[src/rtl/regfile_wr_arbiter.sv]
// Round-robin arbiter sharing the register-file write port among NUM_REQ requesters.
// Define REGFILE_CLEAR_EN to add a post-reset sweep that zeroes NUM_REGS registers first.
`timescale 1ns/1ps
module regfile_wr_arbiter #(
    parameter int NUM_REQ  = 4,
    parameter int ADDR_W   = 5,
    parameter int DATA_W   = 32,
    parameter int NUM_REGS = 32
) (
    input  logic                         clock,
    input  logic                         reset,
    input  logic [NUM_REQ-1:0]           req_valid,
    input  logic [NUM_REQ*ADDR_W-1:0]    req_addr,
    input  logic [NUM_REQ*DATA_W-1:0]    req_data,
    output logic [NUM_REQ-1:0]           req_ready,
    output logic                         write_enable,
    output logic [ADDR_W-1:0]            write_reg,
    output logic [DATA_W-1:0]            write_data,
    output logic [$clog2(NUM_REQ)-1:0]   grant_id,
    output logic                         busy
);

    localparam int ID_W = $clog2(NUM_REQ);

    logic                 in_clear_s;
    logic                 in_arb_s;
    logic                 clear_last_s;
    logic [ADDR_W-1:0]    clear_addr_s;

    logic                 write_enable_r, write_enable_nxt_s;
    logic [ADDR_W-1:0]    write_reg_r, write_reg_nxt_s;
    logic [DATA_W-1:0]    write_data_r, write_data_nxt_s;
    logic [ID_W-1:0]      grant_id_r, grant_id_nxt_s;
    logic [ID_W-1:0]      ptr_r, ptr_nxt_s;
    logic                 busy_r, busy_nxt_s;

    logic                 found_s;
    logic [ID_W-1:0]      pick_s;
    logic [ID_W:0]        idx_s;
    logic [NUM_REQ-1:0]   ready_s;
    logic [ADDR_W-1:0]    sel_addr_s;
    logic [DATA_W-1:0]    sel_data_s;

`ifdef REGFILE_CLEAR_EN
    localparam logic BUSY_RST = 1'b1;

    typedef enum logic [0:0] {
        ST_CLEAR = 1'b0,
        ST_ARB   = 1'b1
    } state_t;

    state_t            state_r, state_nxt_s;
    logic [ADDR_W-1:0] cnt_r, cnt_nxt_s;

    // Sweep state and address counter
    always_ff @(posedge clock or negedge reset) begin
        if (!reset) begin
            state_r <= ST_CLEAR;
            cnt_r   <= '0;
        end else begin
            state_r <= state_nxt_s;
            cnt_r   <= cnt_nxt_s;
        end
    end

    // Sweep next-state: leave CLEAR on the edge that loads the last register
    always_comb begin
        state_nxt_s  = state_r;
        cnt_nxt_s    = cnt_r;
        clear_last_s = 1'b0;
        case (state_r)
            ST_CLEAR: begin
                clear_last_s = (cnt_r == ADDR_W'(NUM_REGS - 1));
                if (clear_last_s) begin
                    state_nxt_s = ST_ARB;
                    cnt_nxt_s   = '0;
                end else begin
                    cnt_nxt_s   = cnt_r + ADDR_W'(1);
                end
            end
            ST_ARB: begin
                state_nxt_s = ST_ARB;
            end
            default: begin
                state_nxt_s = ST_CLEAR;
                cnt_nxt_s   = '0;
            end
        endcase
    end

    assign in_clear_s   = (state_r == ST_CLEAR);
    assign in_arb_s     = (state_r == ST_ARB);
    assign clear_addr_s = cnt_r;
`else
    localparam logic BUSY_RST = 1'b0;

    assign in_clear_s   = 1'b0;
    assign in_arb_s     = 1'b1;
    assign clear_last_s = 1'b0;
    assign clear_addr_s = '0;
`endif

    // Circular first-valid search starting at ptr
    always_comb begin
        found_s = 1'b0;
        pick_s  = '0;
        idx_s   = '0;
        for (int k = 0; k < NUM_REQ; k++) begin
            idx_s = {1'b0, ptr_r} + (ID_W + 1)'(k);
            if (idx_s >= (ID_W + 1)'(NUM_REQ)) begin
                idx_s = idx_s - (ID_W + 1)'(NUM_REQ);
            end else begin
                idx_s = idx_s;
            end
            if (!found_s && req_valid[idx_s[ID_W-1:0]]) begin
                found_s = 1'b1;
                pick_s  = idx_s[ID_W-1:0];
            end else begin
                found_s = found_s;
            end
        end
    end

    // One-hot grant and payload select for the picked requester
    always_comb begin
        ready_s    = '0;
        sel_addr_s = '0;
        sel_data_s = '0;
        for (int i = 0; i < NUM_REQ; i++) begin
            if (pick_s == ID_W'(i)) begin
                ready_s[i] = in_arb_s & found_s;
                sel_addr_s = req_addr[i*ADDR_W +: ADDR_W];
                sel_data_s = req_data[i*DATA_W +: DATA_W];
            end else begin
                ready_s[i] = 1'b0;
            end
        end
    end

    assign req_ready = ready_s;

    // Next write-port values: sweep write, accepted request, or idle hold
    always_comb begin
        write_enable_nxt_s = 1'b0;
        write_reg_nxt_s    = write_reg_r;
        write_data_nxt_s   = write_data_r;
        grant_id_nxt_s     = grant_id_r;
        ptr_nxt_s          = ptr_r;
        busy_nxt_s         = 1'b0;
        if (in_clear_s) begin
            write_enable_nxt_s = 1'b1;
            write_reg_nxt_s    = clear_addr_s;
            write_data_nxt_s   = '0;
            busy_nxt_s         = ~clear_last_s;
        end else if (found_s) begin
            write_enable_nxt_s = 1'b1;
            write_reg_nxt_s    = sel_addr_s;
            write_data_nxt_s   = sel_data_s;
            grant_id_nxt_s     = pick_s;
            ptr_nxt_s          = (pick_s == ID_W'(NUM_REQ - 1)) ? '0 : pick_s + ID_W'(1);
        end else begin
            write_enable_nxt_s = 1'b0;
        end
    end

    // Registered write port, grant index, pointer and busy flag
    always_ff @(posedge clock or negedge reset) begin
        if (!reset) begin
            write_enable_r <= 1'b0;
            write_reg_r    <= '0;
            write_data_r   <= '0;
            grant_id_r     <= '0;
            ptr_r          <= '0;
            busy_r         <= BUSY_RST;
        end else begin
            write_enable_r <= write_enable_nxt_s;
            write_reg_r    <= write_reg_nxt_s;
            write_data_r   <= write_data_nxt_s;
            grant_id_r     <= grant_id_nxt_s;
            ptr_r          <= ptr_nxt_s;
            busy_r         <= busy_nxt_s;
        end
    end

    assign write_enable = write_enable_r;
    assign write_reg    = write_reg_r;
    assign write_data   = write_data_r;
    assign grant_id     = grant_id_r;
    assign busy         = busy_r;

endmodule

[config.mk]
export PLATFORM = sky130hd
export DESIGN_NAME = regfile_wr_arbiter
export DESIGN_NICKNAME = d
export VERILOG_FILES = /design/src/rtl/regfile_wr_arbiter.sv
export SDC_FILE = /design/constraint.sdc
export NUM_CORES = 1
export LEC_CHECK = 0
export BUFFER_PORTS_ARGS = -buffer_cell sky130_fd_sc_hd__buf_2
export CORE_ASPECT_RATIO = 0.7
export CORE_MARGIN = 3
export CORE_UTILIZATION = 38
export CTS_CLUSTER_DIAMETER = 60
export CTS_CLUSTER_SIZE = 24
export DETAILED_ROUTE_END_ITERATION = 6
export GPL_ROUTABILITY_DRIVEN = 0
export GPL_TIMING_DRIVEN = 0
export PLACE_DENSITY = 0.77
export SYNTH_ARGS = -nofsm -noshare
export SYNTH_HDL_FRONTEND = slang
export SYNTH_SLANG_ARGS = --single-unit
[constraint.sdc]
create_clock -name clock -period 2.2 [get_ports clock]
set_clock_uncertainty 0.1 [all_clocks]
set_input_delay 0.11 -clock clock [delete_from_list [all_inputs] [get_ports clock]]
set_output_delay 0.11 -clock clock [all_outputs]
set_load 0.01 [all_outputs]
==> flow_metrics.py, run 1 <==
metrics = {
    "route": {
        "drc": 0,
        "avgRoutedWirePerCell_um": 17.5,
        "drt_wl_total_um": 12100,
        "vias": 3750,
        "drt-initial-drc-count": 457,
        "dr.pass1.iters": 5,
        "drtAntennaViolNets": 0,
        "vias_per_cell": 5.42,
    },
    "floorplan": {
        "die-width_um": 111,
        "die_h_um": 79.6,
        "row_count": 26,
        "core_sq_um": 7420,
        "start_util_pct": 39.6,
        "die_area_sq_um": 8850,
        "ios": 199,
    },
    "clock_network": {
        "path_clk_slew_ns": 0.08,
        "clock-sinks": 42,
        "cts_tree": "built",
        "cts-buffers-inserted": 5,
        "htreeDepth": 2,
        "cts_buffer_depth": 2,
        "cts_root_buf": "clkbuf_8",
        "clock_latency_ns": 0.29,
    },
    "min_path": {
        "hold_depth": 3,
        "hold_class": "primary input to flop",
    },
    "setup_path": {
        "cp_cell_sequence": "buf_6 -> a2111oi_4 -> nor2_2 -> ha_2 -> clkbuf_16 -> clkbuf_16 -> and2_4 -> buf_6",
        "critPathMaxStageDelay_ns": 0.46,
        "cpMaxStageDelayCell": "dfrtp_2",
        "cp.required_ns": 1.99,
        "startpoint_type": "flop",
        "path_delay_family": "buffers and inverters",
        "end_kind": "primary output",
        "reg2reg_depth": 9,
        "reg2reg_slack_ns": -0.12,
        "cp_num_buf_inv": 4,
        "arrival_ns": 2.14,
        "crit_path_max_fanout": 6,
        "critical_path_class": "flop to primary output",
        "crit_cells": 8,
    },
    "finish": {
        "finalNetCount": 752,
        "drive_above_1_share_pct": 49.2,
        "syn_to_final_growth_pct": 59.4,
        "multi_input_area_sq_um": 1740,
        "final_common_cell": "buf_2",
        "instances_no_fill": 692,
        "seqCellArea_sq_um": 1050,
        "diodes": 0,
        "largest_register_ffs": 32,
        "layout_common_cells": "buf_2, a21oi_1, nor2_1, dfrtp_1",
        "nFillCells": 662,
    },
    "synth": {
        "yosysUniqueCellTypes": 27,
        "synth_mux_area_share_pct": 0.340,
        "synthAdderAreaFrac_pct": 1.70,
        "syn-num-nets": 529,
        "netlist_area_sq_um": 2940,
        "synth_area_per_cell_sq_um": 7.93,
        "yosys_register_bits": 42,
        "synth-warning-count": 0,
        "async_reset_ff_share_pct": 100,
        "synth_xor_area_share_pct": 0,
        "synth-edff-count": 0,
        "synth-simple-area-share_pct": 18.3,
        "ys_seq_area_share_pct": 35.7,
        "synth_top_family_by_area": "compound AO/OA/AOI/OAI gates",
        "syn_inst": 371,
        "synth_flop_cell": "dfrtp_1",
        "synth-compound-area-share_pct": 33.0,
    },
    "power": {
        "p_switching_uw": 2240,
        "cellLeakagePower_uw": 0.00238,
        "power.internal_uw": 3180,
        "p_comb_share_pct": 65.6,
        "ir_worst_vdd_mv": 0.471,
        "p_seq_share_pct": 25.5,
        "power_frac_clock_pct": 8.8,
        "power.density_nw_per_um2": 1150,
        "switching_share_pct": 41.3,
    },
    "grt": {
        "grt_usage_pct": 26.3,
        "grt_max_degree": 43,
        "gr-total-overflow": 0,
        "grt_pass1_vias": 3811,
        "antenna_found_initial": 0,
        "grt_pass1_wl_um": 18700,
    },
    "timing": {
        "hold_viol": 0,
        "finalMaxSlewViolations": 0,
        "fin_crit_sh_pct": 107,
        "rsz0062_at_grt": "true",
        "layout_setup_ws_ns": -0.149,
        "setup_viol": 41,
        "tightest_slew_ns": 0.972,
        "fmax_ghz": 0.426,
        "final.setup.tns_ns": -3.75,
        "layout_min_cycle_time_ns": 2.35,
        "slew_headroom_pct": 35.2,
    },
    "placement": {
        "place_hpwl_um": 8710,
        "placed_cells": 666,
        "port_buffers": 197,
    },
    "run": {
        "drv_cap": 0,
    },
    "outcome": {
        "status": "finished with violations",
        "failed_checks": "setup timing",
    },
}
==> synthesized netlist by cell type, types with 4 or more instances <==
cell type / n / share of area (%)
a21oi_1: 111 / 19
nand2_1: 6 / 0.77
buf_2: 14 / 2.4
inv_1: 37 / 4.7
a221o_1: 37 / 13
nor2_1: 41 / 5.2
buf_4: 5 / 1.3
clkbuf_1: 18 / 2.3
and2_1: 4 / 0.85
ha_1: 4 / 1.7
nand3b_1: 37 / 9.4
dfrtp_1: 42 / 36
==> power groups by stage <==
stage	Clock [uW]	Combinational, uW	Sequential, uW
2_1_floorplan	0	1560	1520
3_3_place_gp	0	2670	1370
3_5_place_dp	0	2740	1380
4_1_cts	493	3320	1380
5_1_grt	523	3830	1420
6_report	477	3550	1380
==> cell families after synthesis <==
| group | Yosys count |
|---|---|
| other | 1 |
| buffers and inverters | 75 |
| AO/OA/AOI/OAI | 153 |
| AND/OR/NAND/NOR | 95 |
| multiplexers | 1 |
| adder cells (fa/ha/maj) | 4 |
| flip-flops | 42 |
==> routing by layer <==
layer,GRT usage (%),share of wire (%)
met5,0,0
met4,7.05,1.4
met3,5.91,9.6
met2,45.4,47
met1,33.7,42
==> cell type report <==
cell class	count	area share [%]
multi-input combinational	254	37.0
sequential	42	22.5
timing repair buffer	217	25.6
clock buffer	7	1.63
tap	98	2.62
buffer	36	7.55
inverter	38	3.04
==> final timing paths <==
kind / from / endpoint
setup / recovery: ptr_r[1] / req_ready[3]
hold / removal: req_data[108] / write_data[12]
setup reg to reg: ptr_r[1] / write_data[20]
hold reg to reg: grant_id[0] / grant_id[0]
max in group asynchronous: reset / ptr_r[1]
min in group asynchronous: reset / write_data[12]
==> through the flow <==
stage	utilization (%)	hold WS (ns)	area (sq um)	power [uW]	setup WS, ns
after floorplan	-	-0.286	2940	3080	0.0205
after global placement	54.6	0.208	4050	4040	-0.312
after detailed placement	54.6	0.218	4050	4120	-0.357
after CTS	61.3	0.00476	4540	5190	-0.102
after global routing	63.2	0.00958	4690	5770	-0.221
final	63.2	0.0150	4690	5410	-0.149
==> worst reg2reg max path, stage by stage (launching register included) <==
cell and delay, ns:
dfrtp_2 0.46, buf_6 0.14, a2111oi_4 0.36, or2_4 0.22
ha_4 0.15, buf_12 0.13, buf_8 0.14, a21oi_1 0.07
a221o_1 0.34, a21oi_2 0.13
==> repair_timing <==
item                                   4_1_cts  5_1_grt
cloned                                       3        1
setup endpoints to repair                   41       41
setup buffers                               14        1
gates resized for setup                     74       29
pin swaps                                    8       11
hold buffers                                 1        0
endpoints found under the hold margin       42        0
(Power assumes the default switching activity.)
==> run 2: changes to the inputs <==
--- a/config.mk
+++ b/config.mk
@@ -15,6 +15,7 @@
 export GPL_ROUTABILITY_DRIVEN = 0
 export GPL_TIMING_DRIVEN = 0
 export PLACE_DENSITY = 0.77
+export REMOVE_ABC_BUFFERS = 1
 export SYNTH_ARGS = -nofsm -noshare
 export SYNTH_HDL_FRONTEND = slang
 export SYNTH_SLANG_ARGS = --single-unit
==> flow_metrics.py, run 2 (same netlist as run 1, synthesis figures left out) <==
metrics = {
    "timing": {
        "setup_viol": 41,
        "rsz0062_at_grt": "true",
        "layout_setup_ws_ns": -0.166,
        "slew_headroom_pct": 34.7,
        "final.setup.tns_ns": -4.88,
        "fin_crit_sh_pct": 108,
        "layout_min_cycle_time_ns": 2.37,
        "tightest_slew_ns": 0.979,
        "fmax_ghz": 0.423,
        "hold_viol": 0,
        "finalMaxSlewViolations": 0,
    },
    "route": {
        "avgRoutedWirePerCell_um": 18.5,
        "vias_per_cell": 5.57,
        "dr.pass1.iters": 5,
        "drc": 0,
        "drt_wl_total_um": 12400,
        "drt-initial-drc-count": 360,
        "vias": 3733,
        "drtAntennaViolNets": 0,
    },
    "setup_path": {
        "path_delay_family": "simple AND/OR/NAND/NOR gates",
        "cpMaxStageDelayCell": "dfrtp_2",
        "cp.required_ns": 1.99,
        "critical_path_class": "flop to primary output",
        "cp_num_buf_inv": 2,
        "cp_cell_sequence": "nor2b_4 -> a2111oi_4 -> or2_4 -> ha_4 -> buf_12 -> and2_4 -> buf_6",
        "reg2reg_depth": 8,
        "crit_path_max_fanout": 8,
        "startpoint_type": "flop",
        "arrival_ns": 2.16,
        "end_kind": "primary output",
        "crit_cells": 7,
        "critPathMaxStageDelay_ns": 0.48,
    },
    "floorplan": {
        "core_sq_um": 7420,
        "row_count": 26,
        "start_util_pct": 39.6,
        "die-width_um": 111,
        "die_area_sq_um": 8850,
        "die_h_um": 79.6,
        "ios": 199,
    },
    "min_path": {
        "hold_depth": 3,
        "hold_class": "primary input to flop",
    },
    "clock_network": {
        "clock-sinks": 42,
        "cts_buffer_depth": 2,
        "path_clk_slew_ns": 0.08,
        "htreeDepth": 2,
        "cts_root_buf": "clkbuf_8",
        "clock_latency_ns": 0.29,
        "cts_tree": "built",
        "cts-buffers-inserted": 5,
    },
    "power": {
        "power_frac_clock_pct": 10.7,
        "cellLeakagePower_uw": 0.00232,
        "power.internal_uw": 3340,
        "p_comb_share_pct": 65.2,
        "p_seq_share_pct": 24.1,
        "ir_worst_vdd_mv": 0.481,
        "power.density_nw_per_um2": 1210,
        "p_switching_uw": 2340,
        "switching_share_pct": 41.2,
    },
    "finish": {
        "syn_to_final_growth_pct": 59.6,
        "layout_common_cells": "buf_2, a21oi_1, nor2_1, dfrtp_1",
        "drive_above_1_share_pct": 49.5,
        "final_common_cell": "buf_2",
        "diodes": 0,
        "largest_register_ffs": 32,
        "finalNetCount": 729,
        "instances_no_fill": 670,
    },
    "run": {
        "drv_cap": 0,
    },
    "grt": {
        "grt_pass1_vias": 3770,
        "use_met1_pct": 31.9,
        "antenna_found_initial": 0,
        "gr-total-overflow": 0,
        "grt_usage_pct": 26.6,
        "grt_pass1_wl_um": 18700,
        "met3_usage_pct": 7.12,
        "busiest_layer": "met2",
        "grtUsageMet2_pct": 46.1,
        "grt_max_degree": 45,
    },
    "outcome": {
        "status": "finished with violations",
        "failed_checks": "setup timing",
    },
    "placement": {
        "port_buffers": 197,
        "placed_cells": 634,
        "place_hpwl_um": 7430,
    },
}
## run 2: worst register-to-register path: stages (launching register included)
cell and delay (ns):
dfrtp_2 0.48, nor2b_4 0.17, a2111oi_4 0.33, or2_4 0.22, ha_4 0.25, buf_12 0.18
a21oi_1 0.09, a221o_1 0.34, a21oi_2 0.12
## run 2: cell type report
class | count | area [sq um]
timing repair buffer | 230 | 1470
sequential | 42 | 1050
tap | 98 | 123
multi-input combinational | 254 | 1790
clock buffer | 7 | 76.3
inverter | 38 | 143
fill | 627 | 2720
clock inverter | 1 | 30.0
## run 2: per-stage QoR
stage                     total power (uW)  hold WS (ns)  util (%)  instance area, sq um  setup WS (ns)
after global placement                3850         0.210      52.2                  3870          -1.50
final                                 5670        0.0105      63.3                  4690         -0.166
after floorplan                       2980        -0.286         -                  2770         -0.820
after global routing                  6010       0.00697      63.3                  4690         -0.233
after CTS                             5370       0.00628      61.0                  4530         -0.138
after detailed placement              4010         0.228      53.5                  3970          -1.16
## run 2: final timing paths
check	from	endpoint	slack, ns
max in group asynchronous	reset	ptr_r[0]	0.91
hold / removal	req_data[114]	write_data[18]	0.01
setup / recovery	ptr_r[1]	req_ready[1]	-0.17
hold reg to reg	grant_id[1]	grant_id[1]	0.40
setup reg to reg	ptr_r[1]	write_data[30]	-0.15
min in group asynchronous	reset	write_data[26]	0.42
## run 2: layer usage
layer  vias up  wire length, um
met4         0              431
met3        43             1210
met1      1716             4940
met5         -                0
li1       1722                -
met2       252             5820
## run 2: power by group through the flow
stage                     logic [uW]  registers (uW)  clock network [uW]
after CTS                       3390            1360                 622
after floorplan                 1460            1520                   0
after global placement          2520            1340                   0
final                           3700            1370                 609
after global routing            3930            1410                 663
after detailed placement        2640            1370                   0
## run 2: timing repair
item,4_1_cts,5_1_grt
resized for setup,28,35
hold endpoints to repair,42,0
endpoints found under the setup margin,41,41
gates cloned,4,1
pin swaps,9,23
hold buffers,1,0
buffers inserted,21,1
